--- config.mk ---
export PLATFORM = sky130hd
export DESIGN_NAME = ex_mem_pipe
export DESIGN_NICKNAME = d
export VERILOG_FILES = /design/src/rtl/ex_mem_pipe.sv
export SDC_FILE = /design/constraint.sdc
export NUM_CORES = 1
export LEC_CHECK = 0
export BUFFER_PORTS_ARGS = -buffer_cell sky130_fd_sc_hd__buf_2
export CORE_MARGIN = 2
export CORE_UTILIZATION = 25
export CTS_CLUSTER_SIZE = 30
export DETAILED_ROUTE_END_ITERATION = 6
export MAX_ROUTING_LAYER = met4
export PLACE_DENSITY_LB_ADDON = 0.25
export RECOVER_POWER = 50
export SYNTH_ARGS = -nofsm -noshare
export SYNTH_HDL_FRONTEND = slang
export SYNTH_SLANG_ARGS = --single-unit
--- constraint.sdc ---
create_clock -name clk -period 1.3 [get_ports clk]
set_input_delay 0.13 -clock clk [delete_from_list [all_inputs] [get_ports clk]]
set_output_delay 0.13 -clock clk [all_outputs]
set_load 0.01 [all_outputs]
--- src/rtl/ex_mem_pipe.sv ---
// ============================================================================
// Module   : ex_mem_pipe
// Purpose  : EX/MEM pipeline register with valid/flush/stall and a data-memory
//            request handshake FSM that freezes upstream on multi-cycle access.
// Revision : 1.0 - initial release
// ============================================================================
`default_nettype none

module ex_mem_pipe #(
    parameter int DATA_W  = 32,
    parameter int REG_W   = 5,
    parameter int WB_W    = 2,
    parameter int TIMEOUT = 15
) (
    input  logic              clk,
    input  logic              rst,
    input  logic              valid_i,
    input  logic [WB_W-1:0]   wb_i,
    input  logic              mem_read_i,
    input  logic              mem_write_i,
    input  logic [DATA_W-1:0] alu_result_i,
    input  logic [DATA_W-1:0] store_data_i,
    input  logic [REG_W-1:0]  dest_reg_i,
    input  logic              flush_i,
    input  logic              stall_i,
    input  logic              mem_ack_i,
    output logic              valid_o,
    output logic [WB_W-1:0]   wb_o,
    output logic              mem_read_o,
    output logic              mem_write_o,
    output logic [DATA_W-1:0] addr_o,
    output logic [DATA_W-1:0] write_data_o,
    output logic [REG_W-1:0]  dest_reg_o,
    output logic              mem_req_o,
    output logic              busy_o,
    output logic              timeout_o
);

    localparam int               CNT_W = $clog2(TIMEOUT + 1);
    localparam logic [CNT_W-1:0] C_TO  = CNT_W'(TIMEOUT);

    typedef enum logic [1:0] {
        IDLE   = 2'd0,
        ACCESS = 2'd1,
        DONE   = 2'd2
    } state_t;

    state_t              state_q, state_d;
    logic [CNT_W-1:0]    cnt_q, cnt_d;
    logic                timeout_q, timeout_d;

    logic                valid_q, valid_d;
    logic [WB_W-1:0]     wb_q, wb_d;
    logic                rd_q, rd_d;
    logic                wr_q, wr_d;
    logic [DATA_W-1:0]   addr_q, addr_d;
    logic [DATA_W-1:0]   wdata_q, wdata_d;
    logic [REG_W-1:0]    dest_q, dest_d;

    logic                busy;
    logic                hold;
    logic                memop;

    always_comb begin
        busy  = (state_q == ACCESS) & ~mem_ack_i;
        hold  = stall_i | busy;
        memop = ~hold & ~flush_i & valid_i & (mem_read_i | mem_write_i);
    end

    // Pipeline slot: hold wins over flush so a bubble never overwrites a frozen slot.
    always_comb begin
        valid_d = valid_q;
        wb_d    = wb_q;
        rd_d    = rd_q;
        wr_d    = wr_q;
        addr_d  = addr_q;
        wdata_d = wdata_q;
        dest_d  = dest_q;
        if (!hold) begin
            if (flush_i) begin
                valid_d = 1'b0;
                wb_d    = '0;
                rd_d    = 1'b0;
                wr_d    = 1'b0;
                addr_d  = '0;
                wdata_d = '0;
                dest_d  = '0;
            end else begin
                valid_d = valid_i;
                wb_d    = valid_i ? wb_i : '0;
                rd_d    = valid_i & mem_read_i;
                wr_d    = valid_i & mem_write_i;
                addr_d  = alu_result_i;
                wdata_d = store_data_i;
                dest_d  = dest_reg_i;
            end
        end
    end

    always_comb begin
        state_d   = state_q;
        cnt_d     = cnt_q;
        timeout_d = timeout_q;
        case (state_q)
            IDLE: begin
                if (memop) state_d = ACCESS;
            end
            ACCESS: begin
                if (mem_ack_i) begin
                    if (stall_i)    state_d = DONE;
                    else if (memop) state_d = ACCESS;
                    else            state_d = IDLE;
                end else if (cnt_q != C_TO) begin
                    cnt_d = cnt_q + 1'b1;
                    if (cnt_d == C_TO) timeout_d = 1'b1;
                end
            end
            DONE: begin
                if (!stall_i) state_d = memop ? ACCESS : IDLE;
            end
            default: state_d = IDLE;
        endcase
        // A back-to-back access re-enters ACCESS on the ack edge and gets a fresh budget.
        if (state_d == ACCESS && (state_q != ACCESS || mem_ack_i)) cnt_d = '0;
    end

    always_ff @(posedge clk or negedge rst) begin
        if (!rst) begin
            state_q   <= IDLE;
            cnt_q     <= '0;
            timeout_q <= 1'b0;
            valid_q   <= 1'b0;
            wb_q      <= '0;
            rd_q      <= 1'b0;
            wr_q      <= 1'b0;
            addr_q    <= '0;
            wdata_q   <= '0;
            dest_q    <= '0;
        end else begin
            state_q   <= state_d;
            cnt_q     <= cnt_d;
            timeout_q <= timeout_d;
            valid_q   <= valid_d;
            wb_q      <= wb_d;
            rd_q      <= rd_d;
            wr_q      <= wr_d;
            addr_q    <= addr_d;
            wdata_q   <= wdata_d;
            dest_q    <= dest_d;
        end
    end

    assign valid_o      = valid_q;
    assign wb_o         = wb_q;
    assign mem_read_o   = rd_q;
    assign mem_write_o  = wr_q;
    assign addr_o       = addr_q;
    assign write_data_o = wdata_q;
    assign dest_reg_o   = dest_q;
    assign mem_req_o    = (state_q == ACCESS);
    assign busy_o       = busy;
    assign timeout_o    = timeout_q;

endmodule

`default_nettype wire

=== Yosys cells after proc, flatten, opt, wreduce, memory -nomap -nowiden ===
Cells that the tools add are included.
W data, S select, Z words.

* Bits in registers: 81
* Bits of input ports: 79

* Add/subtract/negate cells: 1
* Equality and inequality tests: 7
* Muxes and demuxes: 18
* Bitwise gates (word level): 11
* Reductions and logical operators: 7

{| class="wikitable"
|+ Operator list
! cell !! count
|-
| $mux W32 || 2
|-
| $mux W4 || 4
|-
| $mux W2 || 6
|-
| $and A1 B1 Y1 || 6
|-
| $pmux W2 S3 || 1
|-
| $mux W5 || 1
|-
| $add A4 B1 Y4 const B || 1
|-
| $eq A2 B1 Y1 const B || 2
|-
| $eq A4 B4 Y1 const B || 1
|-
| $mux W1 || 4
|-
| $ne A2 B1 Y1 const B || 2
|-
| $ne A4 B4 Y1 const B || 1
|-
| $reduce_and A4 Y1 || 1
|-
| $reduce_bool A2 Y1 || 2
|-
| $not A1 Y1 || 3
|-
| $reduce_and A3 Y1 || 1
|-
| $eq A2 B2 Y1 const B || 1
|-
| $logic_not A2 Y1 || 1
|-
| $or A1 B1 Y1 || 2
|-
| $logic_and A1 B1 Y1 || 1
|-
| $logic_or A1 B1 Y1 || 1
|}

=== Logic depth before layout (Yosys ltp) ===
* Depth after elaboration: 15
* Gate-level depth with buffers: 6

=== Least setup slack after synthesis ===
Ideal clock, no wire load.

* Path kind: reg2reg
* From: register state_q[1]
* To: register wdata_q[1], in the netlist write_data_o[1]
* Data arrival time: 1.288 ns
* Required time: 1.171 ns
* Setup slack: -0.116 ns
* Stages on the path, launching flop included: 6
* Clock period less this slack: 1.416 ns
* Cell sequence: dfrtp_1 or3b_4 nand2b_1 buf_4 clkbuf_2 o21ai_0

* Cells in the longest elaborated chain, start to end: 3

{| class="wikitable"
|+ RTL lines
! what !! RTL line !! RTL
|-
| start, declared || 48 || <nowiki>state_t state_q, state_d;</nowiki>
|-
| start signal, assigned || 140 || <nowiki>state_q <= state_d;</nowiki>
|-
| $eq A2 B1 Y1 || 65 || <nowiki>busy = (state_q == ACCESS) & ~mem_ack_i;</nowiki>
|-
| $and A1 B1 Y1 || 65 ||
|-
| $or A1 B1 Y1 || 66 || <nowiki>hold = stall_i | busy;</nowiki>
|-
| end signal, assigned || 148 || <nowiki>wdata_q <= wdata_d;</nowiki>
|-
| end, declared || 57 || <nowiki>logic [DATA_W-1:0] wdata_q, wdata_d;</nowiki>
|}

No other way between the ends.
A chain may end at the register's enable or synchronous reset.

=== Worst setup path in the final report ===
* From: register state_q[1]
* To: register cnt_q[1]

* Cells in the longest elaborated chain, start to end: 15
* Elaborated cells between the ends (all ways): 24

{| class="wikitable"
|+ RTL lines
! what !! RTL line !! RTL
|-
| $eq A2 B1 Y1 || 65, 104 ||
|-
| $and A1 B1 Y1 || 65 ||
|-
| $or A1 B1 Y1 || 66 ||
|-
| $not A1 Y1 || 67 || <nowiki>memop = ~hold & ~flush_i & valid_i & (mem_read_i | mem_write_i);</nowiki>
|-
| $and A1 B1 Y1 (3 in series) || 67 ||
|-
| $mux W1 || 111, 119 ||
|-
| $mux W2 || 110 || <nowiki>if (stall_i) state_d = DONE;</nowiki>
|-
| $mux W2 || 109 || <nowiki>if (mem_ack_i) begin</nowiki>
|-
| $pmux W2 S3 || 104 || <nowiki>case (state_q)</nowiki>
|-
| $eq A2 B1 Y1 || 124 || <nowiki>if (state_d == ACCESS && (state_q != ACCESS || mem_ack_i)) cnt_d = '0;</nowiki>
|-
| $logic_and A1 B1 Y1 || 124 ||
|-
| $ne A2 B1 Y1 (no source line) or $reduce_bool A2 Y1 (tied branches) || n/a ||
|-
| $reduce_and A3 Y1 (no source line) || n/a ||
|-
| end signal, assigned || 141 || <nowiki>cnt_q <= cnt_d;</nowiki>
|-
| end, declared || 49 || <nowiki>logic [CNT_W-1:0] cnt_q, cnt_d;</nowiki>
|}

Parallel ways exist; a longest one is shown, timed or not.

==> results.md <==
Critical path:
- Of all nets on the critical path, the largest fanout is 4.
- For the worst setup path, the data arrival time is 1790 ps.
- The number of cells on the worst reg-to-reg path is 4.
- Traced cell by cell, the critical path runs through or3b_4 -> buf_4 -> or3_4 -> a21oi_2.
- The kind of start point of the critical path is a register.
- STA classifies the critical path endpoint as a register.
- The largest incremental delay on the critical path is 410 ps.
- The classification of the worst setup path is reg -> reg.
- The slowest stage cell on the critical path is or3b_4.
- For the worst setup path, the data required time is 1570 ps.

Clock tree:
- TritonCTS built the clock tree.
- Clock-pin slew was measured on the worst setup and hold paths at 60 ps.
- The number of buffers on the longest clock path is 2.
- The buffer type at the clock tree root is clkbuf_16.
- The number of sinks driven by the clock tree is 81.
- The clock insertion delay at the later pin of the skew report is 340 ps.
- The H-tree depth is 3.
- The TritonCTS buffer count is 9.

Synthesis:
- Counting every net in the synthesized netlist gives 441.
- The synthesized netlist cell count is 360.
- The largest total area in the synthesized netlist belongs to dfrtp_1.
- The yosys synthesis warning count is 0.
- The count of flip-flops with a built-in enable after synthesis is 0.
- Synthesis instantiated 28 different standard cells from the library.
- Of the synthesized area, sequential elements account for 0.566.
- Of the post-synthesis cell area, the dominant cell type holds 0.566.
- By area the synthesized netlist is led by dfrtp_1 (57%), o21ai_0 (20%), nand2b_1 (13%).
- The average instance area after synthesis is 9.95 sq um.
- In the synthesized netlist the dominant register cell turns out to be dfrtp_1.
- The post-synthesis instance area is 0.00358 sq mm.
- The flip-flop and latch count after synthesis is 81.
- The fraction of registers with async set/reset is 1.00.

Routing:
- For this run, design rule violations remaining after detail routing come to 0.
- The average detailed-routed wire length per instance is 15.4 um.
- The average vias per placed instance is 4.71.
- The length of the first detailed-routing pass in iterations is 4.
- Once detail routing completed, the nets flagged for antenna violations numbered 0.
- The count of routing violations after the opening detailed-route iteration is 140.
- The number of vias in the routed layout is 3321.
- After detailed routing, the total wire length is 10900 um.

Power and ir drop:
- Of the total power, combinational logic draws 0.182.
- The internal cell power is 4.71 mW.
- The power density over the cells is 1270 mW/mm^2.
- The switching share of power is 0.272.
- The share of total power dissipated in the clock network is 0.366.
- The worst IR drop on VDD is 511 uV.
- The relative contribution of sequential cells to total power is 0.452.
- For this design the total switching power over the nets is 1.76 mW.
- For this design the static power due to leakage is 2.50 nW.

Status:
- The flow ran to the end, but the final reports show violations.
- The checks that failed: negative setup slack.

Place:
- During placement, the flow inserted port buffers numbering 155.
- The post-placement cell area is 0.00467 sq mm.
- The setup slack at placement is -110 ps.
- The wire-length estimate of the detail-placed layout is 7120 um.
- Counting tap cells, the placed design contains a total of 681 instances.
- The global placer's final weighted congestion is 0.760.

STA:
- The number of hold-slack violations in the final timing report is 0.
- The routed design could run at a clock period as short as 1520 ps.
- In the finished design, the share of the clock period the worst path needs comes to 1.17.
- Headroom to the max-slew limit came out at 0.478.
- The final setup violation count is 79.
- The final setup skew is 4.23 ps.
- The highest attainable clock frequency is 658 MHz.
- The number of max-slew violations in the final report is 0.
- Setup repair after global routing could not meet its margin everywhere.
- After layout, the worst setup slack is -220 ps.
- For the pin with the worst max-slew slack, the measured transition is 784 ps.
- Adding up every negative setup slack in the final design gives -11750 ps.

Finish:
- Registers take 0.00203 sq mm.
- At the end of the flow, the number of nets in the layout was 601.
- The multi-input combinational cells in the finished layout cover a total of 0.00141 sq mm.
- The count of filler cells inserted in the layout is 1418.
- The final cell utilization of the core is 0.364.
- Compared with the post-synthesis result, the final layout area differs by 41.6%.
- Of the cells placed in the final design, the portion with a size suffix greater than 1 is 0.379.
- For this run, the number of standard cells in the final layout without fillers is 705.
- Once layout is done, the placed cells without fillers occupy 0.00507 sq mm.
- 0 antenna diodes ended up in the layout.

Floorplanning:
- From left edge to right edge, the die measures 124 um.
- The effective utilization at floorplan is 0.257.
- The overall die area is 0.0153 sq mm.
- In this run the standard cell core region covers 0.0139 sq mm.
- The vertical die dimension is 124 um.
- In this run the core area contains 43 standard-cell rows.
- The number of top-level pins is 156.

GRT:
- After global routing the overflow that remains totals 0.
- The via count of the first global-routing pass came to 3195.
- The number of antenna violations at the first check in global routing is 0.
- The largest net degree at the start of global routing is 70.
- The wire length of the first global-routing pass is 16500 um.
- For this run, the total global-route usage over all layers was measured as 0.147.

Run:
- Across the run, the number of max-cap violations was 0.

Worst hold path:
- The kind of path behind the tightest hold check is in -> reg.
- Along the worst hold path, the cell count comes to 3.
Yosys cell counts (all sizes together), types with 2 or more instances:
master	n
o21ai	141
dfrtp	81
nand2b	72
clkbuf	24
buf	7
a22o	4
nand3	4
nor2	4
a21oi	3
inv	3
ha	2
or3b	2
xor2	2
stage by stage:
step                      total power, mW  hold WS (ps)
final                                6.46          32.9
after detailed placement             4.10           101
after floorplan                      3.51          -166
after global routing                 6.84          15.3
after global placement               4.08           101
after CTS                            6.58          13.7
critical path, delay by kind of cell, from the launching register on:
family	cells	cell delay [ps]
simple gates	2	790
flops	1	370
buf+inv	1	170
compound gates	1	120
final timing paths:
kind / start / endpoint / slack (ps)
max: state_q[1]$_DFF_PN0_ / cnt_q[1]$_DFFE_PN0P_ / -220
min: store_data_i[21] / write_data_o[21]$_DFFE_PN0N_ / 30
max reg2reg: state_q[1]$_DFF_PN0_ / cnt_q[1]$_DFFE_PN0P_ / -220
min reg2reg: timeout_o$_DFFE_PN0P_ / timeout_o$_DFFE_PN0P_ / 480
max in group asynchronous: rst / addr_o[20]$_DFFE_PN0N_ / 160
min in group asynchronous: rst / valid_o$_DFFE_PN0N_ / 410
flip-flops by register name, indices dropped and copies added (netlist names):
register      cells
timeout_o         1
mem_read_o        1
mem_write_o       1
state_q           2
valid_o           1
addr_o           32
dest_reg_o        5
cnt_q             4
wb_o              2
write_data_o     32
power by group through the flow:
stage                     Sequential (mW)  Clock, mW  Combinational [mW]
after floorplan                      3.05          0               0.458
after CTS                            2.92       2.47                1.19
final                                2.92       2.37                1.18
after detailed placement             2.96          0                1.14
after global placement               2.96          0                1.13
after global routing                 2.95       2.57                1.32
routing by layer:
layer | global-route usage | wire [um] | up-vias
li1 | - | - | 1563
met1 | 0.172 | 4310 | 1631
met2 | 0.245 | 5780 | 114
met3 | 0.0270 | 580 | 13
met4 | 0.0661 | 205 | 0
met5 | - | 0 | -
logic make-up after synthesis:
kind of cell,count (synthesis),synth area share
buffers and inverters,34,0.0478
and+or+nand+nor,87,0.151
DFF,81,0.566
AOI/OAI and AO/OA,154,0.223
adders and majority gates,2,0.00698
xor gates and xnor gates,2,0.00489
area by class of cell:
cell class	instances	share of cell area
clock buffer	13	0.0513
clock inverter	3	0.00296
inverter	3	0.00370
multi-input combinational	245	0.277
sequential	81	0.399
tap	180	0.0444
timing repair buffer	180	0.221
layout by cell type (no fill, tap or decap), types with 2 or more instances in the layout:
| master | n |
|---|---|
| clkinv_2 | 3 |
| buf_2 | 153 |
| o21ai_1 | 64 |
| buf_12 | 7 |
| inv_1 | 2 |
| nor2_1 | 4 |
| buf_6 | 5 |
| nand3_1 | 3 |
| a22o_1 | 4 |
| buf_4 | 9 |
| dlygate4sd3_1 | 2 |
| dfrtp_1 | 81 |
| clkbuf_16 | 10 |
| o21ai_0 | 77 |
| ha_1 | 2 |
| nand2b_1 | 71 |
| xor2_1 | 2 |
| clkbuf_1 | 2 |
| clkbuf_8 | 2 |
| or3b_4 | 2 |
| a21oi_1 | 2 |
timing repair:
action	CTS	global route
buffers inserted	3	1
pin swaps	1	2
gates cloned	1	1
hold buffers	2	0
endpoints found under the hold margin	27	0
gates resized for setup	20	8
setup endpoints to repair	78	80
No activity file was read; power rests on OpenSTA's default activity.
